$ cat config.mk
export PLATFORM = sky130hd
export DESIGN_NAME = srl_fifo_mc
export DESIGN_NICKNAME = d
export VERILOG_FILES = /design/src/rtl/srl_fifo_mc.sv
export SDC_FILE = /design/constraint.sdc
export NUM_CORES = 1
export LEC_CHECK = 0
export ABC_AREA = 1
export ABC_CLOCK_PERIOD_IN_PS = 5400
export CELL_PAD_IN_SITES_DETAIL_PLACEMENT = 1
export CELL_PAD_IN_SITES_GLOBAL_PLACEMENT = 1
export CORE_MARGIN = 2
export CORE_UTILIZATION = 51
export CTS_CLUSTER_SIZE = 8
export DETAILED_ROUTE_END_ITERATION = 8
export DONT_BUFFER_PORTS = 1
export GPL_TIMING_DRIVEN = 0
export PLACE_DENSITY = 0.85
export SKIP_CTS_REPAIR_TIMING = 1
export SYNTH_ARGS = -nofsm -noshare
export SYNTH_HDL_FRONTEND = slang
export SYNTH_SLANG_ARGS = --single-unit
$ cat constraint.sdc
create_clock -name ap_clk -period 5.4 [get_ports ap_clk]
set_input_delay 1.08 -clock ap_clk [delete_from_list [all_inputs] [get_ports ap_clk]]
set_output_delay 1.08 -clock ap_clk [all_outputs]
set_load 0.005 [all_outputs]
$ cat src/rtl/srl_fifo_mc.sv
// srl_fifo_mc: bank of independent SRL-style FIFOs with valid/ready, occupancy, almost-full and flush
module srl_fifo_mc #(
  parameter int DATA_WIDTH = 8,
  parameter int DEPTH      = 16,
  parameter int ADDR_WIDTH = $clog2(DEPTH),
  parameter int CHANNELS   = 4,
  parameter int AF_LEVEL   = DEPTH - 2
) (
  input  logic                                  ap_clk,
  input  logic                                  ap_rst_n,
  input  logic                                  flush,
  input  logic [CHANNELS-1:0]                   s_valid,
  output logic [CHANNELS-1:0]                   s_ready,
  input  logic [CHANNELS*DATA_WIDTH-1:0]        s_data,
  output logic [CHANNELS-1:0]                   m_valid,
  input  logic [CHANNELS-1:0]                   m_ready,
  output logic [CHANNELS*DATA_WIDTH-1:0]        m_data,
  output logic [CHANNELS*(ADDR_WIDTH+1)-1:0]    count,
  output logic [CHANNELS-1:0]                   almost_full
);
  localparam int CW = ADDR_WIDTH + 1;

  logic init_done_q, init_done_d;

  // init_done only ever rises; it keeps s_ready low until the first edge after reset release
  always_comb init_done_d = 1'b1;

  // init_done register, cleared asynchronously
  always_ff @(posedge ap_clk or negedge ap_rst_n)
    if (!ap_rst_n) init_done_q <= 1'b0;
    else           init_done_q <= init_done_d;

  for (genvar c = 0; c < CHANNELS; c++) begin : g_ch
    logic [DATA_WIDTH-1:0] srl_q [DEPTH];
    logic [CW-1:0]         cnt_q, cnt_d;
    logic [ADDR_WIDTH-1:0] addr;
    logic                  full, empty, push, pop;

    // handshake qualification and next occupancy; flush wins over push and pop
    always_comb begin
      full  = cnt_q == CW'(DEPTH);
      empty = cnt_q == '0;
      push  = s_valid[c] & init_done_q & ~full & ~flush;
      pop   = m_ready[c] & ~empty & ~flush;
      addr  = empty ? '0 : ADDR_WIDTH'(cnt_q - 1'b1);
      cnt_d = flush ? '0 : cnt_q + CW'(push) - CW'(pop);
    end

    // occupancy register, cleared asynchronously
    always_ff @(posedge ap_clk or negedge ap_rst_n)
      if (!ap_rst_n) cnt_q <= '0;
      else           cnt_q <= cnt_d;

    // shift register storage, no reset so it maps onto SRL primitives
    always_ff @(posedge ap_clk)
      if (push) begin
        srl_q[0] <= s_data[c*DATA_WIDTH +: DATA_WIDTH];
        for (int i = 1; i < DEPTH; i++) srl_q[i] <= srl_q[i-1];
      end

    assign s_ready[c]                           = init_done_q & ~full;
    assign m_valid[c]                           = ~empty;
    assign m_data[c*DATA_WIDTH +: DATA_WIDTH]   = srl_q[addr];
    assign count[c*CW +: CW]                    = cnt_q;
    assign almost_full[c]                       = cnt_q >= CW'(AF_LEVEL);
  end
endmodule

# Word-level counts from Yosys, hierarchy flattened
# Memories as Yosys holds them, arrays and structs flattened.
# Cells that the tools add are included.
totals:
  ramBits: 512
  wordCells: 82
  reg_bits: 21
  memories: 4
  out_inout_bits: 64
  in_bits: 43
mem_list:
  columns: ["memory", "words", "word_bits", "read_ports", "rd_clocked_by_memory_dff", "wr", "line", "text"]
  rows:
  - ["g_ch[0].srl_q", 16, 8, 16, 0, 16, "34", "logic [DATA_WIDTH-1:0] srl_q [DEPTH];"]
  - ["g_ch[1].srl_q", 16, 8, 16, 0, 16, "34", null]
  - ["g_ch[2].srl_q", 16, 8, 16, 0, 16, "34", null]
  - ["g_ch[3].srl_q", 16, 8, 16, 0, 16, "34", null]
op_classes:
  reduce_logical: 4
  eq_ne: 4
  mux: 16
  n_lt_le_gt_ge: 4
  n_addsub: 12
  n_bitwise: 33
op_table:
  columns: ["op", "count"]
  rows:
  - ["AND 1 bit", 24]
  - ["adder 5 x 1 -> 5 bit", 4]
  - ["equality test 5 bit, second input constant", 4]
  - [">= comparator 5 x 4 -> 1 bit, second input constant", 4]
  - ["logical NOT 5 bit", 4]
  - ["2-to-1 mux 5 bit", 4]
  - ["subtractor 5 x 1 -> 5 bit", 4]
  - ["2-to-1 mux 4 bit", 4]
  - ["subtractor 4 x 1 -> 4 bit, second input constant", 4]
  - ["NOT 1 bit", 9]
  - ["2-to-1 mux 1 bit", 8]

# Depth between registers and ports, before layout
logic_depth:
  word_depth: 7
  mapped_depth: 16
  ltp_nobuf: 14

# Worst setup path after synthesis
# OpenSTA, ideal clock, no wires.
synth_timing:
  kind: "input to register"
  startpoint: "input port flush"
  endpoint: "memory g_ch[0].srl_q[0][0] (enable)"
  path_buffers: 2
  stages: 5
  slack_ps: 711
  arrival_time_ps: 4209
  cell_sequence: "clkbuf_1 -> inv_1 -> clkbuf_1 -> nand3_1 -> inv_1"
synth_rtl:
  columns: ["element", "line", "text"]
  rows:
  - ["start, declared", "11", "input logic flush,"]
  - ["end, declared", "34", null]

# Final worst setup path
layout_timing:
  startpoint: "register g_ch[1].cnt_q[0]"
  endpoint: "output port m_data[11]"
layout_via:
  elab_chain_len: 3
  elab_cells_between_ends: 4
  cone_classes: "add/sub (1); mux (1); reduce/logical (1); memory (1)"
layout_rtl:
  columns: ["element", "line", "text"]
  rows:
  - ["start, declared", "35", "logic [CW-1:0] cnt_q, cnt_d;"]
  - ["start signal, assigned", "52", "else cnt_q <= cnt_d;"]
  - ["subtractor 4 x 1 -> 4 bit or logical NOT 5 bit (tied branches)", "45, 42", null]
  - ["2-to-1 mux 4 bit *", "45", "addr = empty ? '0 : ADDR_WIDTH'(cnt_q - 1'b1);"]
  - ["memory read (16 x 8 bit) *", null, null]
  - ["end, declared", "17", "output logic [CHANNELS*DATA_WIDTH-1:0] m_data,"]
# Mark *: on every way between the ends. The rest lies on a longest branch, timed or not.

==> run metrics <==
outcome=completed; setup TNS=0 ns; initial DRC count=1,324; estimated wirelength of the detail-placed design=43,300 µm; VDD IR-drop max=0.000427 V; via count=16,907; initial core utilization=0.515; Worst Tran Pin Value=0.719 ns; setup violators final=0; largest net degree at the start of global routing=110; Buffers on Ports=0; Worst setup SP type=flip-flop; crit path time final=4.59 ns; Power per Cell Area=656 mW/mm²; top cells by count, synth=edfxtp_1 (512), nand3_1 (422), nand2_1 (312); area leader, netlist=edfxtp_1; Layout Nets=2,419; gpl congestion=0.824; share of the synthesized area in the top cell type=0.628; number of flops mapped to enable cells by yosys=512; fin crit share=0.849; row cnt=80; CTS clk-pin slew, worst paths=0.05 ns; Max transition margin=0.521; Async SR Flop Fraction=0.0394; Layout Skew=0.0183 ns; P_int=10000 µW; post-synth net total=2,337; Reg power frac=0.282; core area=0.0475 mm²; mean post-synth cell area=10.9 µm²; number of buffers created by CTS=76; die width=223 µm; worst-skew pair later-pin latency=0.62 ns; Max Cap Viol=0; die area=0.0498 mm²; power share of the clock group=0.240; critical path class=reg2out; Post-route DRC=0; combinational fraction of design power=0.477; Hold Worst Slack=0.157 ns; layout cells sized above 1=0.0889; root buffer cell=clkbuf_16; fin util=0.578; area growth from synthesis to layout=12.3%; CTS max path bufs=3; switch share=0.446; prevailing post-synth register cell=edfxtp_1; Post-Syn Instances=2,238; Yosys Warn Count=0; DR WL/cell=22.1 µm; worst hold path class=in2async; global-route usage over all layers=0.270; GRT Residual Overflow=0; R2R cell count=16; sequential-to-total area share from yosys stat=0.649; Fin. Hold Viols=0; Psw=8040 µW; first-pass GRT wire length=103,000 µm; Netlist cell types=26; Yosys reg bits=533; initial antenna violation count=2; number of global-route vias before repair=18,663; drt pass-1 iters=7; vias per cell=5.67; CTS tree=done; Die Height=223 µm; RSZ-0062 raised after global routing=false; ranking of synthesized cells by area=edfxtp_1 (63%), nand3_1 (8.6%), nand3b_1 (4.9%); crit path DAT=3.51 ns; crit-path max FO=11; Worst EP required=4.32 ns; Mapped Area=0.0245 mm²; final WL=66,000 µm; fmax=218 MHz; most frequent cell after synthesis=edfxtp_1; count of clock tree sinks=533; H-tree depth=3; Pleak=0.0112 µW; Slew Viols, Final=0; Routed Antenna Nets=0; I/O pin total=107; CP Capture Type=primary output
-- power groups by stage --
stage               Clock (µW)  Combinational [µW]  Sequential (µW)
floorplan                    0                5680             5090
global placement             0                7930             5190
detailed placement           0                8410             5170
CTS                       4400                8600             5100
global route              4540                9460             5130
finish                    4340                8610             5090
-- placed cells by master, fill, tap and decap left out, types with 9 or more instances in the layout --
cell type,Yosys,final
nand3_1,422,422
clkbuf_16,0,76
nand3b_1,160,160
inv_1,281,277
buf_2,52,52
clkbuf_1,19,58
inv_6,0,9
nor2_1,272,272
buf_4,12,12
o21ai_0,18,18
ha_1,52,52
buf_6,24,24
a21oi_1,24,24
dfrtp_1,21,21
nand2_1,312,312
edfxtp_1,512,512
-- per-stage QoR --
step | setup WS (ns) | power, µW | instances | cell area, µm²
floorplan | 0.711 | 10800 | 2238 | 24500
CTS | 0.771 | 18100 | 2978 | 27500
finish | 0.814 | 18000 | 2980 | 27500
global route | 0.562 | 19100 | 2980 | 27500
detailed placement | 1.17 | 13600 | 2857 | 25400
global placement | -0.891 | 13100 | 2853 | 25300
-- worst max-delay path, cell delays in order (launching register included) --
cell     delay, ns
dfrtp_1       0.49
inv_2         0.18
buf_2         0.30
buf_2         0.34
ha_1          0.31
nand3_4       0.16
nand2_2       0.24
buf_2         0.34
nand3_1       0.12
nand3_1       0.11
nand3_1       0.13
nand2_1       0.16
-- routing by layer --
layer  global-route usage  part of all wire  up-vias
met5                    0                 0        -
met4                0.108             0.031        0
met3               0.0553             0.057      161
met2                0.472              0.51      525
met1                0.327              0.40     8466
li1                     -                 -     7755
-- cell families after synthesis --
logic type                 synth area share
and+or+nand+nor                       0.233
DFF                                   0.649
buffers and inverters                0.0746
adders and majority gates            0.0298
AOI/OAI and AO/OA                    0.0129
other                              0.000153
-- area by class of cell --
| cell class | instances | area (µm²) |
|---|---|---|
| multi-input cells | 1297 | 6760 |
| fillers | 4975 | 20100 |
| repair buffers | 4 | 110 |
| plain buffers | 115 | 722 |
| diodes | 2 | 5.00 |
| well taps | 615 | 769 |
| clock inverters | 6 | 60.1 |
| clock buffers | 115 | 2050 |
| flip-flops and latches | 533 | 15900 |
| inverters | 293 | 1120 |
-- path summary, 6_finish.rpt --
check	from	endpoint	slack, ns
hold / removal	ap_rst_n	init_done_q	0.16
hold reg to reg	g_ch[0].srl_q[3][5]	g_ch[0].srl_q[4][5]	0.44
setup reg to reg	g_ch[1].cnt_q[0]	g_ch[1].cnt_q[4]	1.42
min in group ap_clk	g_ch[0].srl_q[3][5]	g_ch[0].srl_q[4][5]	0.44
setup / recovery	g_ch[1].cnt_q[0]	m_data[11]	0.81
max in group asynchronous	ap_rst_n	g_ch[2].cnt_q[1]	5.15
-- sequential cells by signal (all words and copies together), names as in the netlist --
name / count
g_ch.cnt_q: 20
g_ch.srl_q: 512
init_done_q: 1
Note: power is estimated with default switching activity, not from simulation.
